## config.mk

```make
export PLATFORM = sky130hd
export DESIGN_NAME = mux_nx1_sync
export DESIGN_NICKNAME = d
export VERILOG_FILES = /design/src/rtl/mux_nx1_sync.sv
export SDC_FILE = /design/constraint.sdc
export NUM_CORES = 1
export LEC_CHECK = 0
export ABC_AREA = 1
export CORE_MARGIN = 5
export CORE_UTILIZATION = 45
export DETAILED_ROUTE_END_ITERATION = 16
export HOLD_SLACK_MARGIN = 0.15
export PLACE_DENSITY = 0.85
export RECOVER_POWER = 100
export SLEW_MARGIN = 30
export SYNTH_ARGS = -nofsm -noshare
export SYNTH_HDL_FRONTEND = slang
export SYNTH_SLANG_ARGS = --single-unit
```

## constraint.sdc

```tcl
create_clock -name clk -period 6 [get_ports clk]
set_input_delay 1.2 -clock clk [delete_from_list [all_inputs] [get_ports clk]]
set_output_delay 1.2 -clock clk [all_outputs]
set_load 0.05 [all_outputs]
```

## src/rtl/mux_nx1_sync.sv

```systemverilog
// Registered N:1 valid/ready mux: DIRECT (external select) or SCAN (round-robin from PTR+1).
// Latency: 1 clock from input handshake to out_valid. Backpressure: the output register holds and in_ready stays 0 while out_valid & !out_ready.
module mux_nx1_sync #(
    parameter int N    = 8,
    parameter int W    = 8,
    parameter int SELW = 3
) (
    input  logic              clk,
    input  logic              rst,
    input  logic [N*W-1:0]    in_data,
    input  logic [N-1:0]      in_valid,
    output logic [N-1:0]      in_ready,
    input  logic [SELW-1:0]   sel,
    input  logic              mode,
    output logic [W-1:0]      out_data,
    output logic [SELW-1:0]   out_ch,
    output logic              out_valid,
    input  logic              out_ready,
    output logic              err
);

    localparam int NP = 2 ** SELW;
    localparam logic [SELW:0] NW = (SELW + 1)'(N);

    typedef enum logic {
        ST_DIRECT = 1'b0,
        ST_SCAN   = 1'b1
    } state_t;

    state_t state_q;
    state_t state_d;
    state_t mode_state;

    logic [SELW-1:0] ptr_q;
    logic [NP-1:0]   valid_pad;
    logic [NP*W-1:0] data_pad;

    logic            load;
    logic            switching;
    logic            sel_ok;
    logic            direct_hit;
    logic            scan_hit;
    logic [SELW-1:0] scan_k;
    logic [SELW:0]   scan_idx;
    logic [SELW-1:0] pick;
    logic            capture;

    // Padding to a power of two keeps every select in range, even for SEL >= N.
    assign valid_pad = NP'(in_valid);
    assign data_pad  = (NP * W)'(in_data);

    assign load       = !out_valid || out_ready;
    assign mode_state = mode ? ST_SCAN : ST_DIRECT;
    assign switching  = load && (mode_state != state_q);
    assign sel_ok     = ({1'b0, sel} < NW);
    assign direct_hit = sel_ok && valid_pad[sel];

    // Search PTR+1 .. PTR+N with modulo-N wrap, so PTR itself is checked last.
    always_comb begin
        scan_hit = 1'b0;
        scan_k   = '0;
        scan_idx = '0;
        for (int i = 1; i <= N; i++) begin
            scan_idx = {1'b0, ptr_q} + (SELW + 1)'(i);
            if (scan_idx >= NW) begin
                scan_idx = scan_idx - NW;
            end
            if (!scan_hit && valid_pad[scan_idx[SELW-1:0]]) begin
                scan_hit = 1'b1;
                scan_k   = scan_idx[SELW-1:0];
            end
        end
    end

    always_comb begin
        pick    = sel;
        capture = 1'b0;
        if (state_q == ST_SCAN) begin
            pick = scan_k;
        end
        if (!rst && load && !switching) begin
            capture = (state_q == ST_SCAN) ? scan_hit : direct_hit;
        end
        in_ready = capture ? (N'(1) << pick) : '0;
    end

    always_comb begin
        state_d = state_q;
        if (load) begin
            state_d = mode_state;
        end
    end

    always_ff @(posedge clk or posedge rst) begin
        if (rst) begin
            state_q <= ST_DIRECT;
        end else begin
            state_q <= state_d;
        end
    end

    always_ff @(posedge clk or posedge rst) begin
        if (rst) begin
            out_data  <= '0;
            out_ch    <= '0;
            out_valid <= 1'b0;
            err       <= 1'b0;
            ptr_q     <= SELW'(N - 1);
        end else begin
            if (state_q == ST_DIRECT && !sel_ok) begin
                err <= 1'b1;
            end
            if (capture) begin
                out_data  <= data_pad[pick*W +: W];
                out_ch    <= pick;
                out_valid <= 1'b1;
                if (state_q == ST_SCAN) begin
                    ptr_q <= pick;
                end
            end else if (load) begin
                out_valid <= 1'b0;
            end
        end
    end

endmodule

```

## Word level (Yosys, flattened, before mapping)

Cells that the tools add are included.
Widths: inputs -> output; s select.

- $add $sub $neg: 16
- Order comparisons: 17
- Equal/unequal tests: 1
- Shift-type cells: 2
- Mux-type cells: 49
- Reduce and logical (&&, ||, !) cells: 23

Operators by type and width:

| kind | number |
|---|---|
| $shiftx 64x7->8 | 1 |
| $mux 3 | 17 |
| $lt 3x4->1 const B | 9 |
| $ge 4x4->1 const B | 8 |
| $bmux 1 s3 | 9 |
| $sub 3x1->3 const B | 8 |
| $mux 1 | 22 |
| $add 3x3->4 const B | 4 |
| $logic_and 1x1->1 | 10 |
| $logic_not 1->1 | 10 |
| $add 3x2->4 const B | 2 |
| $mux 8 | 1 |
| $shl 1x3->8 const A | 1 |
| $add 3x1->4 const B | 1 |
| $add 3x4->4 const B | 1 |
| $reduce_and 2->1 | 1 |
| $reduce_bool 2->1 | 1 |
| $logic_or 1x1->1 | 1 |
| $ne 1x1->1 | 1 |

- Register bits after elaboration: 16
- Bits of input ports: 79

## Depth between registers and ports, before layout

- Depth in word-level cells: 30
- Gate-level depth with buffers: 24
- Depth with buffers taken out: 21

## Worst setup path after synthesis

OpenSTA, ideal clock, no wires.

- Path kind: register to output
- Start point: reg ptr_q[0]
- End point: out in_ready[0]
- Data arrival time: 3.322 ns
- Data required time: 4.800 ns
- Slack: 1.478 ns
- Stages on the path, launching flop included: 18
- Cells stage by stage: dfstp_2 > buf_6 > inv_2 > buf_6 > ha_1 > inv_1 > nand3_1 > nand2_1 > nand2_1 > nand2_2 > nand3_4 > nor2_4 > nand4_1 > o22ai_1 > nand3_2 > a21oi_2 > inv_1 > nor2_1

- Word-level cells in the longest chain between the ends: 30
- Elaborated cells on any way between the ends: 83
- Those cells by class: 16 x add/sub; 8 x order compare; 1 x shift; 44 x mux; 14 x reduce/logical

Ends and longest elaborated chain:

| what | line | source |
|---|---|---|
| from (decl) | 34 | `logic [SELW-1:0] ptr_q;` |
| from (signal assigned) | 108 | `ptr_q <= SELW'(N - 1);` |
| from (signal assigned) | 118 | `ptr_q <= pick;` |
| $add 3x1->4 | 64 | `scan_idx = {1'b0, ptr_q} + (SELW + 1)'(i);` |
| $ge 4x4->1 / $sub 3x1->3 (equally long branches) | 65, 66 |  |
| $mux 3 | 65 | `if (scan_idx >= NW) begin` |
| $bmux 1 s3 | 68 | `if (!scan_hit && valid_pad[scan_idx[SELW-1:0]]) begin` |
| $mux 1 (implied by the code) | 68 |  |
| $mux 1 | 68 |  |
| $logic_not 1->1 | 68 |  |
| $logic_and 1x1->1 | 68 |  |
| [14 not listed] | n/a |  |
| $logic_and 1x1->1 | 68 |  |
| $mux 1 | 68 |  |
| $logic_not 1->1 | 68 |  |
| $logic_and 1x1->1 | 68 |  |
| $mux 3 / $mux 1 (equally long branches) | 68 |  |
| $mux 3 / $mux 1 (equally long branches) | 78, 82 |  |
| $shl 1x3->8 / $mux 1 (equally long branches) | 84, 81 |  |
| $mux 8 * | 84 | `in_ready = capture ? (N'(1) << pick) : '0;` |
| to (decl) | 12 | `output logic [N-1:0] in_ready,` |

Every way passes the cells marked *; elsewhere a longest branch is shown, timed or not. The select of a mux whose other input is x is not followed.

## Worst setup path in the final report

- Start point: in in_valid[2]
- End point: out in_ready[4]

- Word-level cells in the longest chain between the ends: 27
- Elaborated cells on any way between the ends: 53
- Those cells by class: 1 x shift; 38 x mux; 14 x reduce/logical

Ends and longest elaborated chain:

| what | line | source |
|---|---|---|
| from (decl) | 11 | `input logic [N-1:0] in_valid,` |
| $bmux 1 s3 | 68 |  |
| $mux 1 (implied by the code) | 68 |  |
| $mux 1 | 68 |  |
| $logic_not 1->1 | 68 |  |
| $logic_and 1x1->1 | 68 |  |
| $mux 1 | 68 |  |
| $logic_not 1->1 | 68 |  |
| $logic_and 1x1->1 | 68 |  |
| [11 not listed] | n/a |  |
| $logic_and 1x1->1 | 68 |  |
| $mux 1 | 68 |  |
| $logic_not 1->1 | 68 |  |
| $logic_and 1x1->1 | 68 |  |
| $mux 3 / $mux 1 (equally long branches) | 68 |  |
| $mux 3 / $mux 1 (equally long branches) | 78, 82 |  |
| $shl 1x3->8 / $mux 1 (equally long branches) | 84, 81 |  |
| $mux 8 * | 84 |  |

Marked as above.

==> impl_summary.txt <==
----------------------------------------------------
[Yosys]
  Synthesized area ... 2270 um2
  Ranking of synthesized cells by area ... sky130_fd_sc_hd__nand2_1, sky130_fd_sc_hd__dfrtp_1, sky130_fd_sc_hd__nand3_1, sky130_fd_sc_hd__dfstp_2, sky130_fd_sc_hd__inv_1
  Share of synthesized area occupied by flip-flops and latches ... 17.8%
  Synth warnings ... 0
  Post-synthesis cell count ... 412
  Fraction of synthesis flops using an asynchronous set or reset pin ... 100%
  Number of unique standard cell types used by synthesis ... 36
  Net count after synthesis ... 493
  Number of storage elements in the synthesis netlist ... 16
  Average cell area after synthesis ... 5.51 um2
  Most common cell in the synthesized netlist ... sky130_fd_sc_hd__nand2_1
  Cell types with the highest counts after synthesis ... sky130_fd_sc_hd__nand2_1, sky130_fd_sc_hd__nand3_1, sky130_fd_sc_hd__inv_1, sky130_fd_sc_hd__nor2_1, sky130_fd_sc_hd__dfrtp_1
  Post-synthesis cell type with the largest combined area ... sky130_fd_sc_hd__nand2_1
  Prevailing post-synth register cell ... sky130_fd_sc_hd__dfrtp_1
  Count of flip-flops with a built-in enable after synthesis ... 0
  Fraction of synthesized cell area taken by the top area cell type ... 34.2%

[CTS]
  H-tree depth ... 1
  Inserted Clock Buffers ... 3
  Maximum buffer depth of the clock tree ... 2
  Clock-pin transition on the worst setup and hold timing paths ... 0.06 ns
  Clock Root Buffer ... sky130_fd_sc_hd__clkbuf_8
  Clock tree from TritonCTS ... done
  Post-CTS resize count ... 0
  Setup repair bufs after CTS ... 0
  CTS sink count ... 16
  Clock latency on the worst-skew pair ... 0.25 ns
  Hold-fix buffers at CTS ... 0

[Layout]
  Synth-to-layout area growth ... 44.7%
  Register Area ... 404 um2
  Fraction of layout instances using a drive strength above 1 ... 8.96%
  Final instance area ... 3290 um2
  Fill count ... 437
  Finished Core Util ... 68.2%
  Area of the multi-input gates ... 1620 um2
  Diodes inserted ... 0
  Post-layout nets ... 584

[Route]
  Vias/cell ... 5.08
  Routed wirelength normalized by instance count ... 13.3 um
  Vias after detailed routing ... 2892
  Initial drt markers ... 197
  Antenna viol nets, final ... 0
  Drc violations ... 0
  Total wire length after detailed routing ... 7590 um
  Total iterations of the first detailed-routing run ... 5

[Place]
  RD Place Congestion ... 0.982
  Half-perimeter wire length of the detailed placement result ... 6230 um
  Post-placement setup slack ... 0.477 ns
  Instance area at placement ... 3260 um2
  Number of input and output port buffers inserted ... 98

[Timing]
  Final clock period utilization by the worst path ... 94.1%
  Max_slew headroom ... 8.67%
  Final number of setup-violating endpoints ... 0
  Setup repair after global routing missed its margin ... false
  TNS Setup ... 0 ns
  Worst Clk Skew ... 0.00248 ns
  Final-report max-slew violation count ... 0
  Clock period minus worst slack ... 5.64 ns
  Slew at the pin with the worst max-slew slack ... 1.37 ns
  Least setup slack across all paths after layout ... 0.356 ns
  Max Freq ... 177 MHz
  Hold Vio Cnt, Final ... 0

[Pwr]
  Worst ir drop on vdd ... 0.000212 V
  Areal power density over the cells ... 456 nW/um2
  PnR Total Power ... 1.50 mW
  Leakage power of the design ... 1.66 nW

[Job]
  Max Cap Violations ... 0

[Floorplanning]
  Initial Utilization ... 47.1%
  Die Wd ... 81.0 um
  Std-Cell Rows ... 25
  Vertical die dimension ... 81.0 um
  Die Outline Area ... 6570 um2
  I/O Pins ... 100
  Floorplan Core Area ... 4820 um2

[Critical path]
  Worst Path Arrival ... 4.44 ns
  Sort of element at the start of the critical path ... input pin
  Critical path capture point type ... output port
  Critical path class ... input pin to output port
  Critical path fanouts, max ... 19
  Required time worst endpoint ... 4.80 ns

[GRT]
  Maximum number of pins on one net before global-route repair ... 36
  GRT Total Usage ... 23.3%
  Number of antenna violations at the first check in global routing ... 0
  First-pass GRT wire length ... 12200 um
  Number of global-route vias before repair ... 2649
  Residual overflow from global routing ... 0

[Min path]
  Hold Crit Class ... flop to flop

[Outcome]
  Run status ... finished, final reports clean

----------------------------------------------------
[final cells by class]
cell class	instances	share of cell area [%]
well taps	67	2.55
flip-flops and latches	16	12.3
multi-input cells	351	49.4
clock buffers	4	1.68
inverters	27	3.08
repair buffers	104	31.0
[final timing paths]
check / from / to / slack [ns] / cells after the start
worst max register to register: ptr_q[0]$_DFFE_PP1P_ / out_data[1]$_DFFE_PP0P_ / 1.70 / 20
worst min register to register: out_ch[2]$_DFFE_PP0P_ / out_ch[2]$_DFFE_PP0P_ / 0.47 / 2
max in group asynchronous: rst / out_data[6]$_DFFE_PP0P_ / 3.71 / 3
worst max-delay path: in_valid[2] / in_ready[4] / 0.36 / 16
worst min-delay path: out_ch[2]$_DFFE_PP0P_ / out_ch[2]$_DFFE_PP0P_ / 0.47 / 2
min in group asynchronous: rst / out_data[7]$_DFFE_PP0P_ / 1.74 / 3
[worst max-delay path, stage by stage]
cell and delay (ns):
sky130_fd_sc_hd__clkdlybuf4s50_1 0.54, sky130_fd_sc_hd__nand2_1 0.11, sky130_fd_sc_hd__nand3_1 0.12, sky130_fd_sc_hd__nand2_1 0.08, sky130_fd_sc_hd__nand2_1 0.06, sky130_fd_sc_hd__nand2_1 0.11
sky130_fd_sc_hd__nand3_1 0.19, sky130_fd_sc_hd__nor2_4 0.05, sky130_fd_sc_hd__nand3_1 0.10, sky130_fd_sc_hd__nor2_1 0.06, sky130_fd_sc_hd__nor3_2 0.24, sky130_fd_sc_hd__nand4_1 0.15
sky130_fd_sc_hd__nand2_2 0.33, sky130_fd_sc_hd__nand2_1 0.13, sky130_fd_sc_hd__nor2_1 0.12, sky130_fd_sc_hd__clkdlybuf4s50_1 0.82
[stage by stage]
stage	hold WS, ns	instances
2_1_floorplan	0.603	412
3_3_place_gp	0.466	565
3_5_place_dp	0.465	565
4_1_cts	0.483	569
5_1_grt	0.510	569
6_report	0.473	569
[power by group]
| part | switching, mW | internal [mW] | total, mW |
|---|---|---|---|
| registers | 0.0451 | 0.154 | 0.199 |
| clock network | 0.0369 | 0.0582 | 0.0950 |
| logic | 0.818 | 0.387 | 1.21 |
[logic make-up (layout without fill, tap and decap cells)]
| group | count (synthesis) | count (layout) | synth area share (%) |
|---|---|---|---|
| compound gates | 22 | 22 | 5.67 |
| xor+xnor | 3 | 3 | 1.82 |
| fa+ha+maj | 2 | 2 | 1.10 |
| buf+inv | 45 | 135 | 9.97 |
| flops | 16 | 16 | 17.8 |
| other cells | 1 | 1 | 0.165 |
| simple gates | 323 | 323 | 63.5 |
[routing by layer]
metal	part of all wire (%)	track usage, %	vias up
li1	-	-	1492
met1	42	29.0	1304
met2	51	41.4	90
met3	6.4	4.55	6
met4	0.98	4.90	0
met5	0	0	-
[state kept, by name, summed over array words and instances, names as in the netlist]
name and cells:
out_ch 3, out_data 8, out_valid 1, ptr_q 3, state_q 1
[cell usage in the layout (no fill, tap or decap), drive strengths merged, types with 3 or more instances in the layout]
cell and instances:
o22ai 4, dfrtp 13, dfstp 3, nor2 24
inv 26, clkbuf 6, dlygate4sd3 16, nand2 220
nand4 5, a21oi 3, buf 4, clkdlybuf4s50 82
o21ai 12, nand3 71
Power figures use the tool's default switching activity.
